[src/rtl/axi_dma_rd_a.sv]
// Aligned CDMA AXI read engine: splits (addr, len) commands into INCR read bursts
// and forwards the returned R beats unchanged onto an AXI4-Stream master.
module axi_dma_rd_a #(
    parameter int BURST_LEN       = 16,
    parameter int DATA_BITS       = 512,
    parameter int ADDR_BITS       = 64,
    parameter int ID_BITS         = 4,
    parameter int LEN_BITS        = 32,
    parameter int MAX_OUTSTANDING = 8
) (
    input  logic                   aclk,
    input  logic                   areset,
    input  logic                   ctrl_valid,
    output logic                   stat_ready,
    input  logic [ADDR_BITS-1:0]   ctrl_addr,
    input  logic [LEN_BITS-1:0]    ctrl_len,
    input  logic                   ctrl_ctl,
    output logic                   stat_done,
    output logic                   arvalid,
    input  logic                   arready,
    output logic [ADDR_BITS-1:0]   araddr,
    output logic [ID_BITS-1:0]     arid,
    output logic [7:0]             arlen,
    output logic [2:0]             arsize,
    output logic [1:0]             arburst,
    output logic                   arlock,
    output logic [3:0]             arcache,
    input  logic                   rvalid,
    output logic                   rready,
    input  logic [DATA_BITS-1:0]   rdata,
    input  logic [1:0]             rresp,
    input  logic                   rlast,
    input  logic [ID_BITS-1:0]     rid,
    output logic                   axis_out_tvalid,
    input  logic                   axis_out_tready,
    output logic [DATA_BITS-1:0]   axis_out_tdata,
    output logic [DATA_BITS/8-1:0] axis_out_tkeep,
    output logic                   axis_out_tlast
);

    localparam int AXI_DATA_BYTES = DATA_BITS / 8;
    localparam int LOG_DATA_LEN   = $clog2(AXI_DATA_BYTES);
    localparam int LOG_BURST_LEN  = $clog2(BURST_LEN);
    localparam int FULL_W         = LEN_BITS - LOG_DATA_LEN - LOG_BURST_LEN;
    localparam int CNT_W          = $clog2(MAX_OUTSTANDING + 1);
    localparam int IDX_W          = $clog2(MAX_OUTSTANDING);

    localparam logic [ADDR_BITS-1:0] ADDR_STEP = ADDR_BITS'(BURST_LEN * AXI_DATA_BYTES);
    localparam logic [CNT_W-1:0]     Q_MAX     = CNT_W'(MAX_OUTSTANDING);

    typedef enum logic {
        IDLE,
        ISSUE
    } state_t;

    state_t state, state_nxt;

    logic [FULL_W-1:0]        len_full;
    logic [LOG_BURST_LEN-1:0] len_part;
    logic [ADDR_BITS-1:0]     cur_addr;
    logic [FULL_W-1:0]        txn_cnt;
    logic [LOG_BURST_LEN-1:0] final_len;
    logic                     cmd_ctl;
    logic                     cmd_last;
    logic                     accept;
    logic                     ar_hs;
    logic                     pop;
    logic [1:0]               q_mem [MAX_OUTSTANDING];
    logic [CNT_W-1:0]         q_count;
    logic [IDX_W-1:0]         head_idx;
    logic [1:0]               head;
    logic                     unused_ok;

    assign len_full = ctrl_len[LEN_BITS-1:LOG_DATA_LEN+LOG_BURST_LEN];
    assign len_part = ctrl_len[LOG_DATA_LEN +: LOG_BURST_LEN];
    assign accept   = ctrl_valid & stat_ready;
    assign ar_hs    = arvalid & arready;
    assign cmd_last = (txn_cnt == '0);
    assign pop      = rvalid & axis_out_tready & rlast & (q_count != '0);

    always_ff @(posedge aclk) begin
        if (areset) begin
            state <= IDLE;
        end else begin
            state <= state_nxt;
        end
    end

    always_comb begin
        state_nxt  = state;
        stat_ready = 1'b0;
        case (state)
            IDLE: begin
                stat_ready = 1'b1;
                if (ctrl_valid) begin
                    state_nxt = ISSUE;
                end
            end
            ISSUE: begin
                if (ar_hs && cmd_last) begin
                    state_nxt = IDLE;
                end
            end
            default: state_nxt = IDLE;
        endcase
    end

    // Command registers: txn_cnt holds remaining AR transactions minus one
    always_ff @(posedge aclk) begin
        if (accept) begin
            cur_addr  <= {ctrl_addr[ADDR_BITS-1:LOG_DATA_LEN], LOG_DATA_LEN'(0)};
            txn_cnt   <= (len_part != '0) ? len_full : len_full - FULL_W'(1);
            final_len <= len_part - LOG_BURST_LEN'(1);
            cmd_ctl   <= ctrl_ctl;
        end else if (ar_hs) begin
            cur_addr <= cur_addr + ADDR_STEP;
            txn_cnt  <= txn_cnt - FULL_W'(1);
        end
    end

    // A burst is only requested while the burst-info queue has room for it
    always_ff @(posedge aclk) begin
        if (areset) begin
            arvalid <= 1'b0;
        end else if (ar_hs) begin
            arvalid <= 1'b0;
        end else if ((state == ISSUE) && !arvalid && (q_count < Q_MAX)) begin
            arvalid <= 1'b1;
        end
    end

    assign araddr  = cur_addr;
    assign arid    = '0;
    assign arlen   = cmd_last ? 8'(final_len) : 8'(BURST_LEN - 1);
    assign arsize  = 3'(LOG_DATA_LEN);
    assign arburst = 2'b01;
    assign arlock  = 1'b0;
    assign arcache = 4'b0011;

    // Burst-info shift queue: newest at index 0, oldest at q_count-1
    always_ff @(posedge aclk) begin
        if (ar_hs) begin
            for (int i = MAX_OUTSTANDING - 1; i > 0; i--) begin
                q_mem[i] <= q_mem[i-1];
            end
            q_mem[0] <= {cmd_last, cmd_last & cmd_ctl};
        end
    end

    always_ff @(posedge aclk) begin
        if (areset) begin
            q_count <= '0;
        end else if (ar_hs && !pop) begin
            q_count <= q_count + CNT_W'(1);
        end else if (!ar_hs && pop) begin
            q_count <= q_count - CNT_W'(1);
        end
    end

    assign head_idx = IDX_W'(q_count - CNT_W'(1));
    assign head     = q_mem[head_idx];

    assign axis_out_tvalid = rvalid;
    assign rready          = axis_out_tready;
    assign axis_out_tdata  = rdata;
    assign axis_out_tkeep  = '1;
    assign axis_out_tlast  = rlast & head[1];
    assign stat_done       = pop & head[0];

    // Response status, ID and sub-beat address/length bits carry no meaning here
    assign unused_ok = ^{rresp, rid, ctrl_len[LOG_DATA_LEN-1:0], ctrl_addr[LOG_DATA_LEN-1:0]};

endmodule
[config.mk]
export PLATFORM = sky130hd
export DESIGN_NAME = axi_dma_rd_a
export DESIGN_NICKNAME = d
export VERILOG_FILES = /design/src/rtl/axi_dma_rd_a.sv
export SDC_FILE = /design/constraint.sdc
export NUM_CORES = 1
export LEC_CHECK = 0
export ABC_AREA = 1
export BUFFER_PORTS_ARGS = -buffer_cell sky130_fd_sc_hd__buf_2
export CAP_MARGIN = 5
export CORE_AREA = 2 2 497 499
export DETAILED_ROUTE_END_ITERATION = 16
export DIE_AREA = 0 0 499 501
export HOLD_SLACK_MARGIN = 0.12
export SLEW_MARGIN = 10
export SYNTH_ARGS = -nofsm -noshare
export SYNTH_HDL_FRONTEND = slang
export SYNTH_SLANG_ARGS = --single-unit
[constraint.sdc]
create_clock -name aclk -period 5 [get_ports aclk]
set_input_delay 0.25 -clock aclk [delete_from_list [all_inputs] [get_ports aclk]]
set_output_delay 0.25 -clock aclk [all_outputs]
set_load 0.01 [all_outputs]
==> impl_summary.txt, run 1 <==
----------------------------------------------------
[Power and ir drop]
  Peak supply drop ... ~0.14 mV
  Static leakage power ... between 0.004 and 0.005 uW
  Pwr per Cell Area ... about 200 nW/um2
  Cell-internal power ... ~1700 uW
  Sw Pwr ... 1019 uW
  Sw frac ... 0.3797
  Combinational cell fraction of total power ... 0.251
  Register share of total power ... 0.456
  Part of the total power dissipated in the clock network ... 0.294

[Timing]
  Final Cycle Share ... 0.6081
  Count of pins over their slew limit ... 0
  Setup Skew ... ~0.013 ns
  Min cycle time layout ... approximately 3 ns
  Normalized max-slew margin ... 0.3924
  Final-layout setup total negative slack ... 0 ns
  Number of endpoints failing setup at the final stage ... 0
  RSZ-0062 raised after global routing ... false
  Max Freq ... around 0.33 GHz
  Hold Violations, Final ... 0
  Tightest Pin Transition ... 0.9080 ns

[Floorplanning]
  Row count ... 182
  Width of the chip ... between 400 and 500 um
  Chip Height ... around 500 um
  Count of boundary I/O pins ... between 1000 and 1500
  Overall die area ... 250000 um2
  Core region area ... about 240000 um2
  Initial core utilization ... 0.04811

[Route]
  1st-iter DRT viols ... between 600 and 700
  Average vias per placed instance ... around 2
  DR vias ... between 9000 and 10000
  Antenna-violating nets left ... 0
  Routed WL per cell ... 39.09 um
  Sum of routed wire length over all layers ... roughly 180 mm
  Length of the first detailed-routing pass in iterations ... 5
  # DRC ... 0

[Global routing]
  Pin count of the biggest net entering global routing ... 55
  All-Layer GR Usage ... 0.1364
  First-pass GRT wire length ... 195.5 mm
  Number of antenna violations at the first check in global routing ... 75
  Residual overflow from global routing ... 0
  Number of global-route vias before repair ... about 8300

[Clock network]
  CTS-repair resized insts ... 0
  Max Root-Sink Buffers ... 2
  Root Driver ... sky130_fd_sc_hd__clkbuf_16
  Reg clk slew, reported paths ... 0.08 ns
  Total CTS buffers ... 9
  Clock sinks ... 107
  Clock insertion delay at the later pin of the skew report ... around 0.43 ns
  Buffers inserted by post-CTS timing repair ... 0
  TritonCTS clock tree ... done
  Number of buffers added to fix hold violations after cts ... 45
  Max H-tree Level ... 3

[Critical path]
  Startpoint of the worst register-to-register path ... state
  Delay of the slowest critical-path stage ... 0.56 ns
  Crit path from ... q_count[0]
  Startpoint kind of the worst setup timing path ... flip-flop
  Cell type group with the largest total delay on the critical path ... compound AO/OA/AOI/OAI gates
  Setup Crit Path Kind ... flip-flop to output pin
  Crit. End Element ... output pin
  Number of buffer and inverter stages on the critical path ... 3
  Slowest-stage cell, CP ... sky130_fd_sc_hd__dfxtp_1
  Ordered cell list for the critical path ... inv_1 -> ha_1 -> inv_1 -> o21ai_0 -> o22ai_1 -> o21ai_0 -> a31oi_1 -> buf_2
  Worst EP required ... between 4 and 5 ns
  Worst endpoint data arrival time ... 2.79 ns
  Critical path fanouts, max ... 12

[Synth]
  Largest family of logic cells by synthesized area ... buffers and inverters
  Gate Count Post-Synth ... about 1600
  Number of distinct standard cells referenced by the synthesized netlist ... 38
  Area share of xor/xnor cells in the synthesized design ... 0.03570
  Area fraction in compound gates after synthesis ... 0.03878
  #FFs+latches synth ... roughly 110
  Yosys warning count ... 0
  Post-Synthesis Mean Instance Area ... 7.444 um2
  Adder-cell area share of the yosys netlist ... 0.007437
  Summed instance area of the synthesized netlist ... between 10000 and 15000 um2
  Synth top area cells ... sky130_fd_sc_hd__buf_4 (38%), sky130_fd_sc_hd__edfxtp_1 (26%), sky130_fd_sc_hd__nand2_1 (10%)
  Fraction of the mapped netlist area in simple logic gates ... 0.2290
  Post-synthesis sequential area ratio ... 0.2677
  Synth area leader ... sky130_fd_sc_hd__buf_4
  Fraction of post-synthesis cell area in the top cell type by area ... 0.3838
  Multiplexer fraction of the synthesized cell area ... 0

[Place]
  Cell area after placement ... ~12000 um2
  Final estimated routing congestion in global placement ... between 0.8 and 0.9
  HPWL after detailed placement ... ~170 mm
  IO buf count ... 159

[Final layout]
  Layout Nets ... 1895
  Area added between synthesis and finish ... 11.83%
  Fill count ... ~29000
  Non-Filler Cell Area, Final ... 13170 um2
  Share of layout cells above drive strength 1 ... 0.1778

[Run status]
  Status ... finished clean

[Worst hold path]
  Class of the tightest hold or removal check ... primary input to flip-flop
  Origin of the worst min-delay path ... ctrl_addr[34]

[Flow run]
  Total of max-cap violations ... 0

----------------------------------------------------
[synthesized netlist by cell type, drive strengths merged]
master / number
ha: 7
a21oi: 11
nor2: 170
dfxtp: 6
a21o: 2
a21boi: 1
o21bai: 2
edfxtp: 101
a31oi: 5
xor2: 30
conb: 2
nand3: 82
nand2: 323
xnor2: 18
nand4: 23
nand3b: 1
inv: 92
o22ai: 3
nor3: 14
a221oi: 1
nor3b: 1
or2: 6
buf: 612
clkbuf: 9
o21ai: 60
[worst min-delay path: cells and delay by family]
kind                   cells  cell delay, ns
AOI/OAI and AO/OA          1            0.07
buffers and inverters      1            0.09
and+or+nand+nor            1            0.07
[metal layers]
layer  part of all wire  routed length, um  global-route usage
met5             0.0019                331           0.0009647
met4              0.047               8223             0.05749
met3               0.43              76400              0.2755
met2               0.38              67980              0.1859
met1               0.13              23790             0.05222
[final cells by class]
type                       instances  area, um2  area share
tap                             3220       4029      0.3059
multi-input combinational        848       4001      0.3038
sequential                       107       3153      0.2394
timing repair buffer             208       1276     0.09691
inverter                          92      347.8     0.02641
clock buffer                      10      229.0     0.01739
antenna                           30      75.07    0.005701
clock inverter                     6      57.56    0.004371
[sequential cells by signal, summed over array words and instances (netlist names)]
| name | flops |
|---|---|
| q_mem | 16 |
| state | 1 |
| final_len | 4 |
| araddr | 58 |
| cmd_ctl | 1 |
| q_count | 4 |
| txn_cnt | 22 |
| arvalid | 1 |
[logic make-up (layout without fill, tap and decap cells)]
kind of cell / count (synthesis) / count (layout)
fa+ha+maj: 7 / 7
simple gates: 620 / 620
xor+xnor: 48 / 48
flops: 107 / 107
compound gates: 85 / 85
buf+inv: 713 / 316
other cells: 2 / 118
[metrics by stage]
stage	std cells	hold WS (ns)	total power (uW)	utilization	worst slack, ns
finish	4521	0.1500	2684	0.05380	1.959
global route	4507	0.1339	2834	0.05365	1.715
CTS	4491	0.1205	2757	0.05349	1.879
detailed placement	4430	0.4362	1885	0.05048	2.166
global placement	4430	0.4259	1880	0.05048	2.166
floorplan	1668	0.3191	2031	-	2.031
[worst paths after layout]
kind | slack, ns | cells past startpoint | endpoint
max | 1.96 | 8 | stat_done
min | 0.15 | 3 | araddr[34]
max reg2reg | 2.27 | 5 | araddr[17]
min reg2reg | 0.46 | 0 | q_mem[3][0]
[power by group through the flow]
stage	logic (uW)	registers (uW)	clock network (uW)
CTS	702	1220	833
finish	673	1220	788
global route	756	1230	843
global placement	639	1240	0
detailed placement	643	1240	0
floorplan	805	1230	0
[cell usage in the layout, fill, tap and decap left out, drive strengths merged]
master / n
a31oi: 5
xor2: 30
dlygate4sd3: 45
o21ai: 60
conb: 88
nand3b: 1
a21o: 2
xnor2: 18
or2: 6
inv: 94
clkinv: 4
dfxtp: 6
nand4: 23
a21oi: 11
a221oi: 1
buf: 163
a21boi: 1
clkbuf: 10
nand3: 82
nand2: 323
edfxtp: 101
nor2: 170
o21bai: 2
nor3b: 1
nor3: 14
ha: 7
diode: 30
o22ai: 3
(Power assumes the default switching activity.)
==> run 2, diff against run 1 <==
==> constraint.sdc (replaced) <==
create_clock -name aclk -period 2.6 [get_ports aclk]
set_input_delay 0.13 -clock aclk [delete_from_list [all_inputs] [get_ports aclk]]
set_output_delay 0.13 -clock aclk [all_outputs]
set_load 0.01 [all_outputs]
==> run 2 against run 1 <==
Via count increased by 2.1%. Flip-flop and latch count unchanged. Global-route usage about the same. Clock power increased by 97%. Non-clock buffer count increased by 34. First-iteration DRC count decreased by 7.7%. Combinational power increased by 110%. Worst hold slack improved by 0.0035 ns.
==> impl_summary.txt, run 2 (synthesis results as in run 1) <==
----------------------------------------------------
[Global routing]
  Pin count of the biggest net entering global routing ... 77 (+40%)
  Number of global-route vias before repair ... 8398 (+1.1%)
  Global routing met2 resource utilization ... 0.1870 (+0.001095)
  Residual overflow from global routing ... 0 (unchanged)
  Number of antenna violations at the first check in global routing ... 83 (+11%)
  Met3 demand-to-capacity share in global routing ... 0.2675 (-0.007983)
  Met1 global-route usage ... 0.05571 (+0.003488)
  All-Layer GR Usage ... 0.1359 (-0.0004988)
  First-pass GRT wire length ... 195.7 mm (about the same)
  Busiest layer in global routing ... met3

[Route]
  DR vias ... 9265 (+2.1%)
  # DRC ... 0 (unchanged)
  1st-iter DRT viols ... 578 (-7.7%)
  Antenna-violating nets left ... 0 (unchanged)
  Routed WL per cell ... 38.81 um (-0.71%)
  Length of the first detailed-routing pass in iterations ... 5 (unchanged)
  Average vias per placed instance ... 2.035 (+1.4%)
  Sum of routed wire length over all layers ... 176.7 mm (about the same)

[Floorplanning]
  Width of the chip ... 499 um (unchanged)
  Initial core utilization ... 0.04811 (unchanged)
  Row count ... 182 (unchanged)
  Overall die area ... 250000 um2 (unchanged)
  Core region area ... 244800 um2 (unchanged)
  Count of boundary I/O pins ... 1290 (unchanged)
  Chip Height ... 501 um (unchanged)

[Critical path]
  Delay of the slowest critical-path stage ... 0.36 ns (-0.20 ns)
  Ordered cell list for the critical path ... inv_1 -> ha_1 -> inv_1 -> nor3_4 -> nand3_2 -> nor2_4 -> inv_2 -> or2_1 -> buf_2
  Setup Crit Path Kind ... flip-flop to output pin
  Worst EP required ... 2.47 ns (-2.28 ns)
  Worst endpoint data arrival time ... 2.27 ns (-0.52 ns)
  Critical path fanouts, max ... 5 (-7)
  Crit. End Element ... output pin
  Number of buffer and inverter stages on the critical path ... 4 (+1)
  Cell type group with the largest total delay on the critical path ... simple AND/OR/NAND/NOR gates
  Startpoint kind of the worst setup timing path ... flip-flop
  Most repeated library cell on the critical path ... sky130_fd_sc_hd__inv_1
  Slowest-stage cell, CP ... sky130_fd_sc_hd__edfxtp_1

[Timing]
  Min cycle time layout ... between 2 and 2.5 ns
  Count of pins over their slew limit ... 0 (unchanged)
  Max Freq ... between 0.4 and 0.5 GHz
  Tightest Pin Transition ... 0.7577 ns (-0.1503 ns)
  Final Cycle Share ... 0.9242
  Number of endpoints failing setup at the final stage ... 0 (unchanged)
  Normalized max-slew margin ... 0.4948 (+0.1024)
  Hold Violations, Final ... 0 (unchanged)
  Setup Skew ... 0.01576 ns (+0.002704 ns)

[Power and ir drop]
  Cell-internal power ... 3252 uW (+95%)
  Register share of total power ... 0.445 (-0.011)
  Pwr per Cell Area ... 391.0 nW/um2 (+92%)
  Sw Pwr ... 2040 uW (+100%)
  Sw frac ... 0.3855 (+0.005834)
  Peak supply drop ... 0.3329 mV (+130%)
  Part of the total power dissipated in the clock network ... 0.292 (-0.002)
  Combinational cell fraction of total power ... 0.263 (+0.012)
  Static leakage power ... 0.004209 uW (+3.9%)

[Clock network]
  Max Root-Sink Buffers ... 2 (unchanged)
  Clock sinks ... 107 (unchanged)
  Reg clk slew, reported paths ... 0.09 ns (about the same)
  Total CTS buffers ... 9 (unchanged)
  Clock insertion delay at the later pin of the skew report ... 0.41 ns (-0.02 ns)
  Root Driver ... sky130_fd_sc_hd__clkbuf_16
  TritonCTS clock tree ... done
  Max H-tree Level ... 3 (unchanged)

[Place]
  HPWL after detailed placement ... 169.0 mm (-0.30%)
  IO buf count ... 159 (unchanged)
  Final estimated routing congestion in global placement ... 0.9112 (+3.0%)
  # placed instances ... 4435 (+0.11%)

[Final layout]
  Area added between synthesis and finish ... 14.95%
  Most frequent cells in the layout ... sky130_fd_sc_hd__nand2_1 (316), sky130_fd_sc_hd__buf_2 (158), sky130_fd_sc_hd__nor2_1 (142)
  Total area of multi-input combinational cells ... 4024 um2 (+0.56%)
  Utilization after layout ... 0.05530 (+0.001503)
  Commonest non-fill, non-tap cell in the layout ... sky130_fd_sc_hd__nand2_1
  Layout Nets ... 1929 (+1.8%)
  Flip-flop count of the largest register, all copies and words added ... 58 (unchanged)
  Area of all sequential standard cells ... 3153 um2 (unchanged)
  Share of layout cells above drive strength 1 ... 0.1801 (+0.002264)
  Number of standard cells in the layout, taps in and fillers out ... 4553 (+0.71%)
  Fill count ... 28980 (+0.038%)

[Flow run]
  Total of max-cap violations ... 0 (unchanged)

[Worst hold path]
  Class of the tightest hold or removal check ... primary input to flip-flop

[Run status]
  Status ... finished clean

----------------------------------------------------
[run 2: power by group through the flow]
stage / logic (uW) / clock network [uW] / registers (uW)
after floorplan: 1550 / 0 / 2350
after global placement: 1270 / 0 / 2380
after detailed placement: 1280 / 0 / 2390
after CTS: 1450 / 1630 / 2350
after global routing: 1550 / 1660 / 2370
final: 1390 / 1550 / 2350
[run 2: what timing repair did]
item,4_1_cts,5_1_grt
hold endpoints to repair,77,0
hold buffers,72,0
cloned,0,0
pin swaps,0,2
endpoints found under the setup margin,4,10
buffers inserted,0,2
resized for setup,1,4
[run 2: layout make-up]
class | count | area share
Inverter | 92 | 0.02570
Clock buffer | 10 | 0.01691
Tap cell | 3220 | 0.2976
Multi-Input combinational cell | 848 | 0.2973
Timing Repair Buffer | 242 | 0.1202
Sequential cell | 107 | 0.2329
Clock inverter | 6 | 0.004252
Antenna cell | 28 | 0.005176
[run 2: worst paths after layout]
check	startpoint	endpoint	slack (ns)	cells after the start
hold / removal	ctrl_len[13]	txn_cnt[3]	0.15	3
setup reg to reg	araddr[10]	araddr[52]	0.59	10
setup / recovery	txn_cnt[0]	arlen[2]	0.20	9
hold reg to reg	q_mem[5][0]	q_mem[6][0]	0.46	0
[run 2: layer usage]
layer  part of all wire  up-vias
met5             0.0029        -
met4              0.046       48
met3               0.42      333
met2               0.39     1395
met1               0.14     3687
li1                   -     3802
[run 2: worst reg2reg max path, delay by kind of cell, from the launching register on]
family / cells / cell delay [ns]
simple gates: 9 / 1.08
fa+ha+maj: 1 / 0.24
flops: 1 / 0.45
[run 2: stage by stage]
stage	setup slack (ns)	hold WS, ns	setup TNS, ns	area (um2)	power, uW
after floorplan	0.3833	0.1991	0	12100	3902
after global placement	0.2918	0.2601	0	12420	3654
after detailed placement	0.2721	0.2601	0	12420	3665
after CTS	0.01667	0.1220	0	13430	5431
after global routing	-0.01081	0.1743	-0.01509	13500	5582
final	0.1970	0.1534	0	13540	5292
